[config.mk]
export PLATFORM = sky130hd
export DESIGN_NAME = ps2_key_tracker_flat
export DESIGN_NICKNAME = d
export VERILOG_FILES = /design/src/rtl/ps2_key_pkg.sv /design/src/rtl/ps2_key_tracker_if.sv /design/src/rtl/ps2_rx_frame.sv /design/src/rtl/ps2_key_tracker.sv /design/src/flat_wrapper.sv
export SDC_FILE = /design/constraint.sdc
export NUM_CORES = 1
export LEC_CHECK = 0
export BUFFER_PORTS_ARGS = -buffer_cell sky130_fd_sc_hd__clkbuf_2
export CAP_MARGIN = 30
export CORE_UTILIZATION = 45
export DETAILED_ROUTE_END_ITERATION = 8
export GPL_TIMING_DRIVEN = 0
export HOLD_SLACK_MARGIN = 0.08
export SLEW_MARGIN = 20
export SYNTH_ARGS = -nofsm -noshare
export SYNTH_HDL_FRONTEND = slang
export SYNTH_SLANG_ARGS = --single-unit
[constraint.sdc]
create_clock -name CLOCK_50 -period 5.28 [get_ports CLOCK_50]
set_clock_uncertainty 0.15 [all_clocks]
set_input_delay 1.056 -clock CLOCK_50 [delete_from_list [all_inputs] [get_ports CLOCK_50]]
set_output_delay 1.056 -clock CLOCK_50 [all_outputs]
set_load 0.05 [all_outputs]
[src/rtl/ps2_key_pkg.sv]
// Shared constants for the PS/2 key tracker.
// Holds the scan codes, the E0/F0 prefix bytes, the key indices, the decoder
// state type and the scan-code to key-index lookup.
package ps2_key_pkg;

  localparam int unsigned IDX_W = 6;

  localparam logic [7:0] SC_PREFIX_EXT = 8'hE0;
  localparam logic [7:0] SC_PREFIX_BRK = 8'hF0;

  localparam logic [7:0] SC_A = 8'h1C, SC_B = 8'h32, SC_C = 8'h21, SC_D = 8'h23;
  localparam logic [7:0] SC_E = 8'h24, SC_F = 8'h2B, SC_G = 8'h34, SC_H = 8'h33;
  localparam logic [7:0] SC_I = 8'h43, SC_J = 8'h3B, SC_K = 8'h42, SC_L = 8'h4B;
  localparam logic [7:0] SC_M = 8'h3A, SC_N = 8'h31, SC_O = 8'h44, SC_P = 8'h4D;
  localparam logic [7:0] SC_Q = 8'h15, SC_R = 8'h2D, SC_S = 8'h1B, SC_T = 8'h2C;
  localparam logic [7:0] SC_U = 8'h3C, SC_V = 8'h2A, SC_W = 8'h1D, SC_X = 8'h22;
  localparam logic [7:0] SC_Y = 8'h35, SC_Z = 8'h1A;
  localparam logic [7:0] SC_F4 = 8'h0C, SC_F3 = 8'h04, SC_SPACE = 8'h29;
  localparam logic [7:0] SC_ENTER = 8'h5A, SC_BKSP = 8'h66;
  localparam logic [7:0] SC_LSHIFT = 8'h12, SC_LCTRL = 8'h14;

  localparam logic [IDX_W-1:0] KEY_A = 6'd0,  KEY_B = 6'd1,  KEY_C = 6'd2,  KEY_D = 6'd3;
  localparam logic [IDX_W-1:0] KEY_E = 6'd4,  KEY_F = 6'd5,  KEY_G = 6'd6,  KEY_H = 6'd7;
  localparam logic [IDX_W-1:0] KEY_I = 6'd8,  KEY_J = 6'd9,  KEY_K = 6'd10, KEY_L = 6'd11;
  localparam logic [IDX_W-1:0] KEY_M = 6'd12, KEY_N = 6'd13, KEY_O = 6'd14, KEY_P = 6'd15;
  localparam logic [IDX_W-1:0] KEY_Q = 6'd16, KEY_R = 6'd17, KEY_S = 6'd18, KEY_T = 6'd19;
  localparam logic [IDX_W-1:0] KEY_U = 6'd20, KEY_V = 6'd21, KEY_W = 6'd22, KEY_X = 6'd23;
  localparam logic [IDX_W-1:0] KEY_Y = 6'd24, KEY_Z = 6'd25;
  localparam logic [IDX_W-1:0] KEY_F4 = 6'd26, KEY_F3 = 6'd27, KEY_SPACE = 6'd28;
  localparam logic [IDX_W-1:0] KEY_ENTER = 6'd29, KEY_BKSP = 6'd30;
  localparam logic [IDX_W-1:0] KEY_LSHIFT = 6'd31, KEY_LCTRL = 6'd32;

  // Decoder states
  typedef logic [1:0] dec_state_t;
  localparam dec_state_t ST_IDLE    = 2'd0;
  localparam dec_state_t ST_EXT     = 2'd1;
  localparam dec_state_t ST_BRK     = 2'd2;
  localparam dec_state_t ST_EXT_BRK = 2'd3;

  typedef struct packed {
    logic             hit;
    logic [IDX_W-1:0] idx;
  } key_lookup_t;

  // Non-extended scan code to key index; hit=0 for codes outside the table
  function automatic key_lookup_t key_lookup(input logic [7:0] sc);
    key_lookup_t r;
    r.hit = 1'b1;
    r.idx = '0;
    case (sc)
      SC_A: r.idx = KEY_A;  SC_B: r.idx = KEY_B;  SC_C: r.idx = KEY_C;  SC_D: r.idx = KEY_D;
      SC_E: r.idx = KEY_E;  SC_F: r.idx = KEY_F;  SC_G: r.idx = KEY_G;  SC_H: r.idx = KEY_H;
      SC_I: r.idx = KEY_I;  SC_J: r.idx = KEY_J;  SC_K: r.idx = KEY_K;  SC_L: r.idx = KEY_L;
      SC_M: r.idx = KEY_M;  SC_N: r.idx = KEY_N;  SC_O: r.idx = KEY_O;  SC_P: r.idx = KEY_P;
      SC_Q: r.idx = KEY_Q;  SC_R: r.idx = KEY_R;  SC_S: r.idx = KEY_S;  SC_T: r.idx = KEY_T;
      SC_U: r.idx = KEY_U;  SC_V: r.idx = KEY_V;  SC_W: r.idx = KEY_W;  SC_X: r.idx = KEY_X;
      SC_Y: r.idx = KEY_Y;  SC_Z: r.idx = KEY_Z;
      SC_F4:     r.idx = KEY_F4;
      SC_F3:     r.idx = KEY_F3;
      SC_SPACE:  r.idx = KEY_SPACE;
      SC_ENTER:  r.idx = KEY_ENTER;
      SC_BKSP:   r.idx = KEY_BKSP;
      SC_LSHIFT: r.idx = KEY_LSHIFT;
      SC_LCTRL:  r.idx = KEY_LCTRL;
      default:   r.hit = 1'b0;
    endcase
    return r;
  endfunction

endpackage

[src/rtl/ps2_key_tracker_if.sv]
// Output bundle of the key tracker.
// code/code_ext/code_break/code_valid : decoded byte event
// frame_err                          : rejected frame or timeout pulse
// key_down/key_lock                  : pressed and lock-toggle bitmaps
interface ps2_key_tracker_if #(
  parameter int unsigned NUM_KEYS = 33
);
  logic [7:0]          code;
  logic                code_ext;
  logic                code_break;
  logic                code_valid;
  logic                frame_err;
  logic [NUM_KEYS-1:0] key_down;
  logic [NUM_KEYS-1:0] key_lock;

  modport master (
    output code, code_ext, code_break, code_valid, frame_err, key_down, key_lock
  );

  modport slave (
    input code, code_ext, code_break, code_valid, frame_err, key_down, key_lock
  );
endinterface

[src/rtl/ps2_rx_frame.sv]
// PS/2 receive framer: synchronises the raw pins, detects falling clock edges,
// shifts in an 11-bit frame LSB first, checks it and abandons stalled frames.
// Ports: clk, rst_n        - system clock, async active-low reset
//        ps2_clk_i/dat_i   - raw PS/2 pins
//        byte_o            - last good data byte
//        byte_valid_o      - one-cycle pulse, byte_o updated
//        frame_err_o       - one-cycle pulse on bad frame or timeout
// Macro PS2_PARITY_CHECK_EN enables the odd-parity check; start/stop are always checked.
module ps2_rx_frame #(
  parameter int unsigned TIMEOUT_CYCLES = 50000
) (
  input  logic       clk,
  input  logic       rst_n,
  input  logic       ps2_clk_i,
  input  logic       ps2_dat_i,
  output logic [7:0] byte_o,
  output logic       byte_valid_o,
  output logic       frame_err_o
);

  localparam int unsigned TMO_W = $clog2(TIMEOUT_CYCLES + 1);
  localparam logic [TMO_W-1:0] TMO_LAST = TMO_W'(TIMEOUT_CYCLES - 1);

  logic [1:0]       clk_sync_q;
  logic [1:0]       dat_sync_q;
  logic             clk_prev_q;
  logic             fall_c;
  logic [10:0]      shift_q, shift_d;
  logic [3:0]       bit_cnt_q, bit_cnt_d;
  logic [TMO_W-1:0] idle_q, idle_d;
  logic [7:0]       byte_q, byte_d;
  logic             byte_valid_q, byte_valid_d;
  logic             frame_err_q, frame_err_d;
  logic [10:0]      frame_c;
  logic             frame_ok_c;

  // Two-flop synchronisers plus one delay stage for edge detection
  always_ff @(posedge clk or negedge rst_n) begin
    if (!rst_n) begin
      clk_sync_q <= '0;
      dat_sync_q <= '0;
      clk_prev_q <= 1'b0;
    end else begin
      clk_sync_q <= {clk_sync_q[0], ps2_clk_i};
      dat_sync_q <= {dat_sync_q[0], ps2_dat_i};
      clk_prev_q <= clk_sync_q[1];
    end
  end

  assign fall_c = clk_prev_q & ~clk_sync_q[1];

  // Frame as it stands after the current bit is shifted in; bit 0 is start
  always_comb begin
    frame_c    = {dat_sync_q[1], shift_q[10:1]};
    frame_ok_c = ~frame_c[0] & frame_c[10];
`ifdef PS2_PARITY_CHECK_EN
    frame_ok_c = frame_ok_c & (^frame_c[9:1]);
`endif
  end

  // Shifter, bit counter, frame check and idle timeout
  always_comb begin
    shift_d      = shift_q;
    bit_cnt_d    = bit_cnt_q;
    idle_d       = idle_q;
    byte_d       = byte_q;
    byte_valid_d = 1'b0;
    frame_err_d  = 1'b0;
    if (fall_c) begin
      idle_d  = '0;
      shift_d = frame_c;
      if (bit_cnt_q == 4'd10) begin
        bit_cnt_d = '0;
        if (frame_ok_c) begin
          byte_d       = frame_c[8:1];
          byte_valid_d = 1'b1;
        end else begin
          frame_err_d = 1'b1;
        end
      end else begin
        bit_cnt_d = bit_cnt_q + 4'd1;
      end
    end else if (bit_cnt_q != 4'd0) begin
      if (idle_q == TMO_LAST) begin
        idle_d      = '0;
        bit_cnt_d   = '0;
        frame_err_d = 1'b1;
      end else begin
        idle_d = idle_q + TMO_W'(1);
      end
    end else begin
      idle_d = '0;
    end
  end

  always_ff @(posedge clk or negedge rst_n) begin
    if (!rst_n) begin
      shift_q      <= '0;
      bit_cnt_q    <= '0;
      idle_q       <= '0;
      byte_q       <= '0;
      byte_valid_q <= 1'b0;
      frame_err_q  <= 1'b0;
    end else begin
      shift_q      <= shift_d;
      bit_cnt_q    <= bit_cnt_d;
      idle_q       <= idle_d;
      byte_q       <= byte_d;
      byte_valid_q <= byte_valid_d;
      frame_err_q  <= frame_err_d;
    end
  end

  assign byte_o       = byte_q;
  assign byte_valid_o = byte_valid_q;
  assign frame_err_o  = frame_err_q;

endmodule

[src/rtl/ps2_key_tracker.sv]
// PS/2 keyboard tracker: decodes E0/F0 prefixed scan codes and maintains a
// live pressed-key bitmap and a per-group toggle-lock bitmap.
// Ports: CLOCK_50, Resetn   - system clock, async active-low reset
//        PS2_CLK, PS2_DAT   - raw PS/2 pins
//        evt (master)       - code/code_ext/code_break/code_valid, frame_err,
//                             key_down, key_lock
// Macro PS2_PARITY_CHECK_EN enables frame parity checking in ps2_rx_frame.
module ps2_key_tracker
  import ps2_key_pkg::*;
#(
  parameter int unsigned NUM_KEYS       = 33,
  parameter int unsigned LOCK_SPLIT     = 31,
  parameter int unsigned TIMEOUT_CYCLES = 50000
) (
  input  logic                CLOCK_50,
  input  logic                Resetn,
  input  logic                PS2_CLK,
  input  logic                PS2_DAT,
  ps2_key_tracker_if.master   evt
);

  // Keys at or above LOCK_SPLIT form lock group B
  function automatic logic [NUM_KEYS-1:0] grp_b_mask_f();
    logic [NUM_KEYS-1:0] m;
    m = '0;
    for (int unsigned i = 0; i < NUM_KEYS; i++) begin
      if (i >= LOCK_SPLIT) m = m | (NUM_KEYS'(1) << i);
    end
    return m;
  endfunction

  localparam logic [NUM_KEYS-1:0] GRP_B_MASK = grp_b_mask_f();

  logic [7:0]          rx_byte;
  logic                rx_valid;
  logic                rx_err;

  dec_state_t          state_q, state_d;
  logic [7:0]          code_q, code_d;
  logic                ext_q, ext_d;
  logic                brk_q, brk_d;
  logic                valid_q, valid_d;
  logic [NUM_KEYS-1:0] down_q, down_d;
  logic [NUM_KEYS-1:0] lock_q, lock_d;

  key_lookup_t         lk_c;
  logic [NUM_KEYS-1:0] key_oh_c;
  logic [NUM_KEYS-1:0] grp_mask_c;
  logic                is_ext_c;
  logic                is_brk_c;

  ps2_rx_frame #(
    .TIMEOUT_CYCLES (TIMEOUT_CYCLES)
  ) u_rx (
    .clk          (CLOCK_50),
    .rst_n        (Resetn),
    .ps2_clk_i    (PS2_CLK),
    .ps2_dat_i    (PS2_DAT),
    .byte_o       (rx_byte),
    .byte_valid_o (rx_valid),
    .frame_err_o  (rx_err)
  );

  // Decoder next state plus event and bitmap updates
  always_comb begin
    state_d    = state_q;
    code_d     = code_q;
    ext_d      = ext_q;
    brk_d      = brk_q;
    valid_d    = 1'b0;
    down_d     = down_q;
    lock_d     = lock_q;
    lk_c       = key_lookup(rx_byte);
    key_oh_c   = '0;
    is_ext_c   = (state_q == ST_EXT) || (state_q == ST_EXT_BRK);
    is_brk_c   = (state_q == ST_BRK) || (state_q == ST_EXT_BRK);
    if (lk_c.hit && (32'(lk_c.idx) < NUM_KEYS)) key_oh_c = NUM_KEYS'(1) << lk_c.idx;
    grp_mask_c = (|(key_oh_c & GRP_B_MASK)) ? GRP_B_MASK : ~GRP_B_MASK;

    if (rx_valid) begin
      if (rx_byte == SC_PREFIX_EXT) begin
        // E0 only opens an extended sequence from IDLE; otherwise absorbed
        if (state_q == ST_IDLE) state_d = ST_EXT;
      end else if (rx_byte == SC_PREFIX_BRK) begin
        case (state_q)
          ST_IDLE: state_d = ST_BRK;
          ST_EXT:  state_d = ST_EXT_BRK;
          default: state_d = state_q;
        endcase
      end else begin
        code_d  = rx_byte;
        ext_d   = is_ext_c;
        brk_d   = is_brk_c;
        valid_d = 1'b1;
        state_d = ST_IDLE;
        if (!is_ext_c && (|key_oh_c)) begin
          if (is_brk_c) begin
            down_d = down_q & ~key_oh_c;
          end else if (!(|(down_q & key_oh_c))) begin
            // Fresh make: toggle own lock, claim an empty group, else hold
            down_d = down_q | key_oh_c;
            if (|(lock_q & key_oh_c))         lock_d = lock_q & ~key_oh_c;
            else if (!(|(lock_q & grp_mask_c))) lock_d = lock_q | key_oh_c;
          end
        end
      end
    end
  end

  always_ff @(posedge CLOCK_50 or negedge Resetn) begin
    if (!Resetn) begin
      state_q <= ST_IDLE;
      code_q  <= '0;
      ext_q   <= 1'b0;
      brk_q   <= 1'b0;
      valid_q <= 1'b0;
      down_q  <= '0;
      lock_q  <= '0;
    end else begin
      state_q <= state_d;
      code_q  <= code_d;
      ext_q   <= ext_d;
      brk_q   <= brk_d;
      valid_q <= valid_d;
      down_q  <= down_d;
      lock_q  <= lock_d;
    end
  end

  assign evt.code       = code_q;
  assign evt.code_ext   = ext_q;
  assign evt.code_break = brk_q;
  assign evt.code_valid = valid_q;
  assign evt.frame_err  = rx_err;
  assign evt.key_down   = down_q;
  assign evt.key_lock   = lock_q;

endmodule
[src/flat_wrapper.sv]
// flat-port wrapper written by rule: the top's interface ports become plain ports
module ps2_key_tracker_flat import ps2_key_pkg::*;
#(
  parameter int unsigned NUM_KEYS       = 33,
  parameter int unsigned LOCK_SPLIT     = 31,
  parameter int unsigned TIMEOUT_CYCLES = 50000
)
  (CLOCK_50, Resetn, PS2_CLK, PS2_DAT, evt_code, evt_code_ext, evt_code_break, evt_code_valid, evt_frame_err, evt_key_down, evt_key_lock);
  ps2_key_tracker_if #(.NUM_KEYS(NUM_KEYS)) evt_i ();
  input  logic CLOCK_50;
  input  logic Resetn;
  input  logic PS2_CLK;
  input  logic PS2_DAT;
  output wire logic [$bits(evt_i.code)-1:0] evt_code;
  output wire logic [$bits(evt_i.code_ext)-1:0] evt_code_ext;
  output wire logic [$bits(evt_i.code_break)-1:0] evt_code_break;
  output wire logic [$bits(evt_i.code_valid)-1:0] evt_code_valid;
  output wire logic [$bits(evt_i.frame_err)-1:0] evt_frame_err;
  output wire logic [$bits(evt_i.key_down)-1:0] evt_key_down;
  output wire logic [$bits(evt_i.key_lock)-1:0] evt_key_lock;
  assign evt_code = evt_i.code;
  assign evt_code_ext = evt_i.code_ext;
  assign evt_code_break = evt_i.code_break;
  assign evt_code_valid = evt_i.code_valid;
  assign evt_frame_err = evt_i.frame_err;
  assign evt_key_down = evt_i.key_down;
  assign evt_key_lock = evt_i.key_lock;
  ps2_key_tracker #(.NUM_KEYS(NUM_KEYS), .LOCK_SPLIT(LOCK_SPLIT), .TIMEOUT_CYCLES(TIMEOUT_CYCLES)) u_core (.CLOCK_50(CLOCK_50), .Resetn(Resetn), .PS2_CLK(PS2_CLK), .PS2_DAT(PS2_DAT), .evt(evt_i));
endmodule
==> results.yml <==
run_status:
  status: "completed"
detailed_routing:
  routed_wl_um: 22900
  ant_nets: 0
  drt_iter0_markers: 584
  vias_per_cell: 6.22
  first_pass_iters: 5
  route.detailed.drc: 0
  wire_per_inst_um: 22.4
  vias: 6353
power:
  ir_worst_vdd_uv: 199
  power.share.combinational_pct: 6.0
  switchingPower_uw: 562
  p_int_mw: 1.85
  clock_power_share_pct: 51.8
  sw_frac_of_total_pct: 23.3
  p_per_area_nw_per_um2: 290
  power.total_mw: 2.41
  pwr-share-seq_pct: 42.2
  p_leak_nw: 3.64
clocking:
  postCtsHoldBufs: 0
  ctsHtreeMaxLevel: 4
  clk_latency_ns: 0.42
  post_cts_buffers: 0
  path_clk_slew_ns: 0.06
  clockBufferDepth: 2
  cts_sinks: 124
  cts-root-buf: "clkbuf_16"
  cts_tree: "built"
  cts_resized: 0
  numCtsBuffers: 17
logic_synthesis:
  syn_avg_cell_area_sq_um: 9.72
  synth_enable_flop_cells: 0
  synth_area_leaders: "dfrtp_1 (44%), nand2_1 (4.7%), mux2_2 (3.7%)"
  yosysMostFrequentCell: "dfrtp_1"
  postSynthCellCount: 720
  synth_top_cell_by_area: "dfrtp_1"
  synthTopCellsByCount: "dfrtp_1 (124), nand2_1 (87), nor2_1 (51), a21oi_1 (49), o21ai_0 (44)"
  synth_ff_type: "dfrtp_1"
  ys_seq_elements: 124
  synth-seq-area-share_pct: 44.3
  synth_area_sq_um: 7000
  yosysTopAreaCellShare_pct: 44.3
  synthDistinctLibCells: 75
  async_reset_ff_share_pct: 100
  synth_fp_nets: 728
  yosys_warnings: 0
final_layout:
  nNetsFinal: 829
  finalInstanceArea_sq_um: 8330
  n_fill_cell: 1358
  post-route-util_pct: 54.8
  drive_gt1_share_pct: 24.5
  syn_to_final_growth_pct: 19.0
  antennaDiodeCount: 0
placed_design:
  routabilityCongestion: 0.935
  port_buffers: 81
  place_area_sq_um: 7690
  dp_hpwl_um: 16700
setup_path:
  cp-end-kind: "flip-flop"
  reg2reg_slack_ns: 1.05
  crit_required_ns: 5.43
  worstSetupPathType: "reg2reg"
  startpoint_type: "flip-flop"
  cp.arrival_ns: 4.38
  worstPathMaxFanout: 10
grt:
  grt_pass1_vias: 6282
  antenna_found_initial: 0
  grt_first_pass_wirelength_um: 36100
  track_usage_pct: 30.0
  gr-total-overflow: 0
  grt_max_degree: 73
floorplan:
  initial_core_util_pct: 46.0
  io_pins: 82
  rows: 45
  dieWidth_um: 127
  die_area_sq_um: 16100
  die_h_um: 127
  core_sq_um: 15200
sta:
  fin_crit_ns: 4.23
  fin_crit_sh_pct: 80.1
  whs_ns: 0.199
  setup-tns-final_ns: 0
  tightest_slew_ns: 0.983
  drv_slew: 0
  rsz0062_at_grt: "false"
  setup-violations-final: 0
  hold_viol: 0
  max-slew-margin-rel_pct: 34.3
  max_clock_freq_mhz: 236
min_path:
  hold_class: "reg2reg"
flow_run:
  drv_cap: 0
-- metrics by stage --
step | setup WS [ns] | instances
floorplan | 1.82 | 720
global placement | 0.984 | 989
detailed placement | 1.11 | 990
CTS | 1.09 | 1022
global route | 0.853 | 1022
finish | 1.05 | 1022
-- logic make-up (layout without fill, tap and decap cells) --
family          Yosys count  count (layout)  synth area share (%)
buf+inv                  73             187                  6.27
mux                      37              37                  5.86
fa+ha+maj                 4               4                 0.715
xor+xnor                 14              14                  1.75
compound gates          167             167                  15.3
simple gates            301             301                  25.8
flops                   124             124                  44.3
-- final timing paths --
path                                            from                    endpoint  cells after the start
setup / recovery               u_core.u_rx.byte_o[3]                   flip-flop                     12
hold / removal             u_core.u_rx.clk_sync_q[0]   u_core.u_rx.clk_sync_q[1]                      0
setup reg to reg               u_core.u_rx.byte_o[3]                   flip-flop                     12
hold reg to reg            u_core.u_rx.clk_sync_q[0]   u_core.u_rx.clk_sync_q[1]                      0
max in group asynchronous                     Resetn       u_core.u_rx.idle_q[8]                      2
min in group asynchronous                     Resetn  asynchronous set/reset pin                      1
-- cells in the final DEF (no fill, tap or decap), types with 10 or more instances in the layout --
cell type	instances
buf_6	13
buf_4	11
a21oi_1	49
o31ai_1	21
o21ai_0	44
nor2b_1	10
nor3_1	21
clkbuf_2	80
mux2_2	23
a22oi_1	10
nand2_1	87
buf_2	12
nand4_1	10
dfrtp_1	124
clkbuf_1	15
nand3_1	17
inv_1	18
nor4_1	20
nor2_1	51
clkbuf_16	17
-- power groups by stage --
stage | combinational (mW) | clock (mW) | sequential, mW
after floorplan | 0.0867 | 0 | 1.03
after global placement | 0.136 | 0 | 1.03
after detailed placement | 0.145 | 0 | 1.04
after CTS | 0.147 | 1.26 | 1.02
after global routing | 0.164 | 1.30 | 1.03
final | 0.144 | 1.25 | 1.02
-- area by class of cell --
class,instances,area [sq um],area share [%]
Inverter,19,71.3,0.856
Clock inverter,9,133,1.59
Tap cell,188,235,2.82
Buffer,54,368,4.42
Clock buffer,23,508,6.10
Multi-Input combinational cell,523,3470,41.7
Sequential cell,124,3100,37.3
Timing Repair Buffer,82,442,5.30
-- critical path, stage by stage, from the launching register on --
cell and delay [ns]:
dfrtp_1 0.43, buf_4 0.20, buf_6 0.16, nor4b_2 0.87, a31oi_1 0.25, nand3_1 0.19
o21ai_2 0.17, or4_4 0.50, a211o_1 0.30, buf_6 0.14, buf_8 0.16, nor4_4 0.22
mux2_1 0.35
-- metal layers --
layer	track usage [%]	wire length, um	part of all wire (%)
met1	39.9	9790	43
met4	15.2	834	3.6
met2	47.0	10500	46
met3	5.40	1770	7.7
met5	0	0	0
No activity file was read; power rests on OpenSTA's default activity.
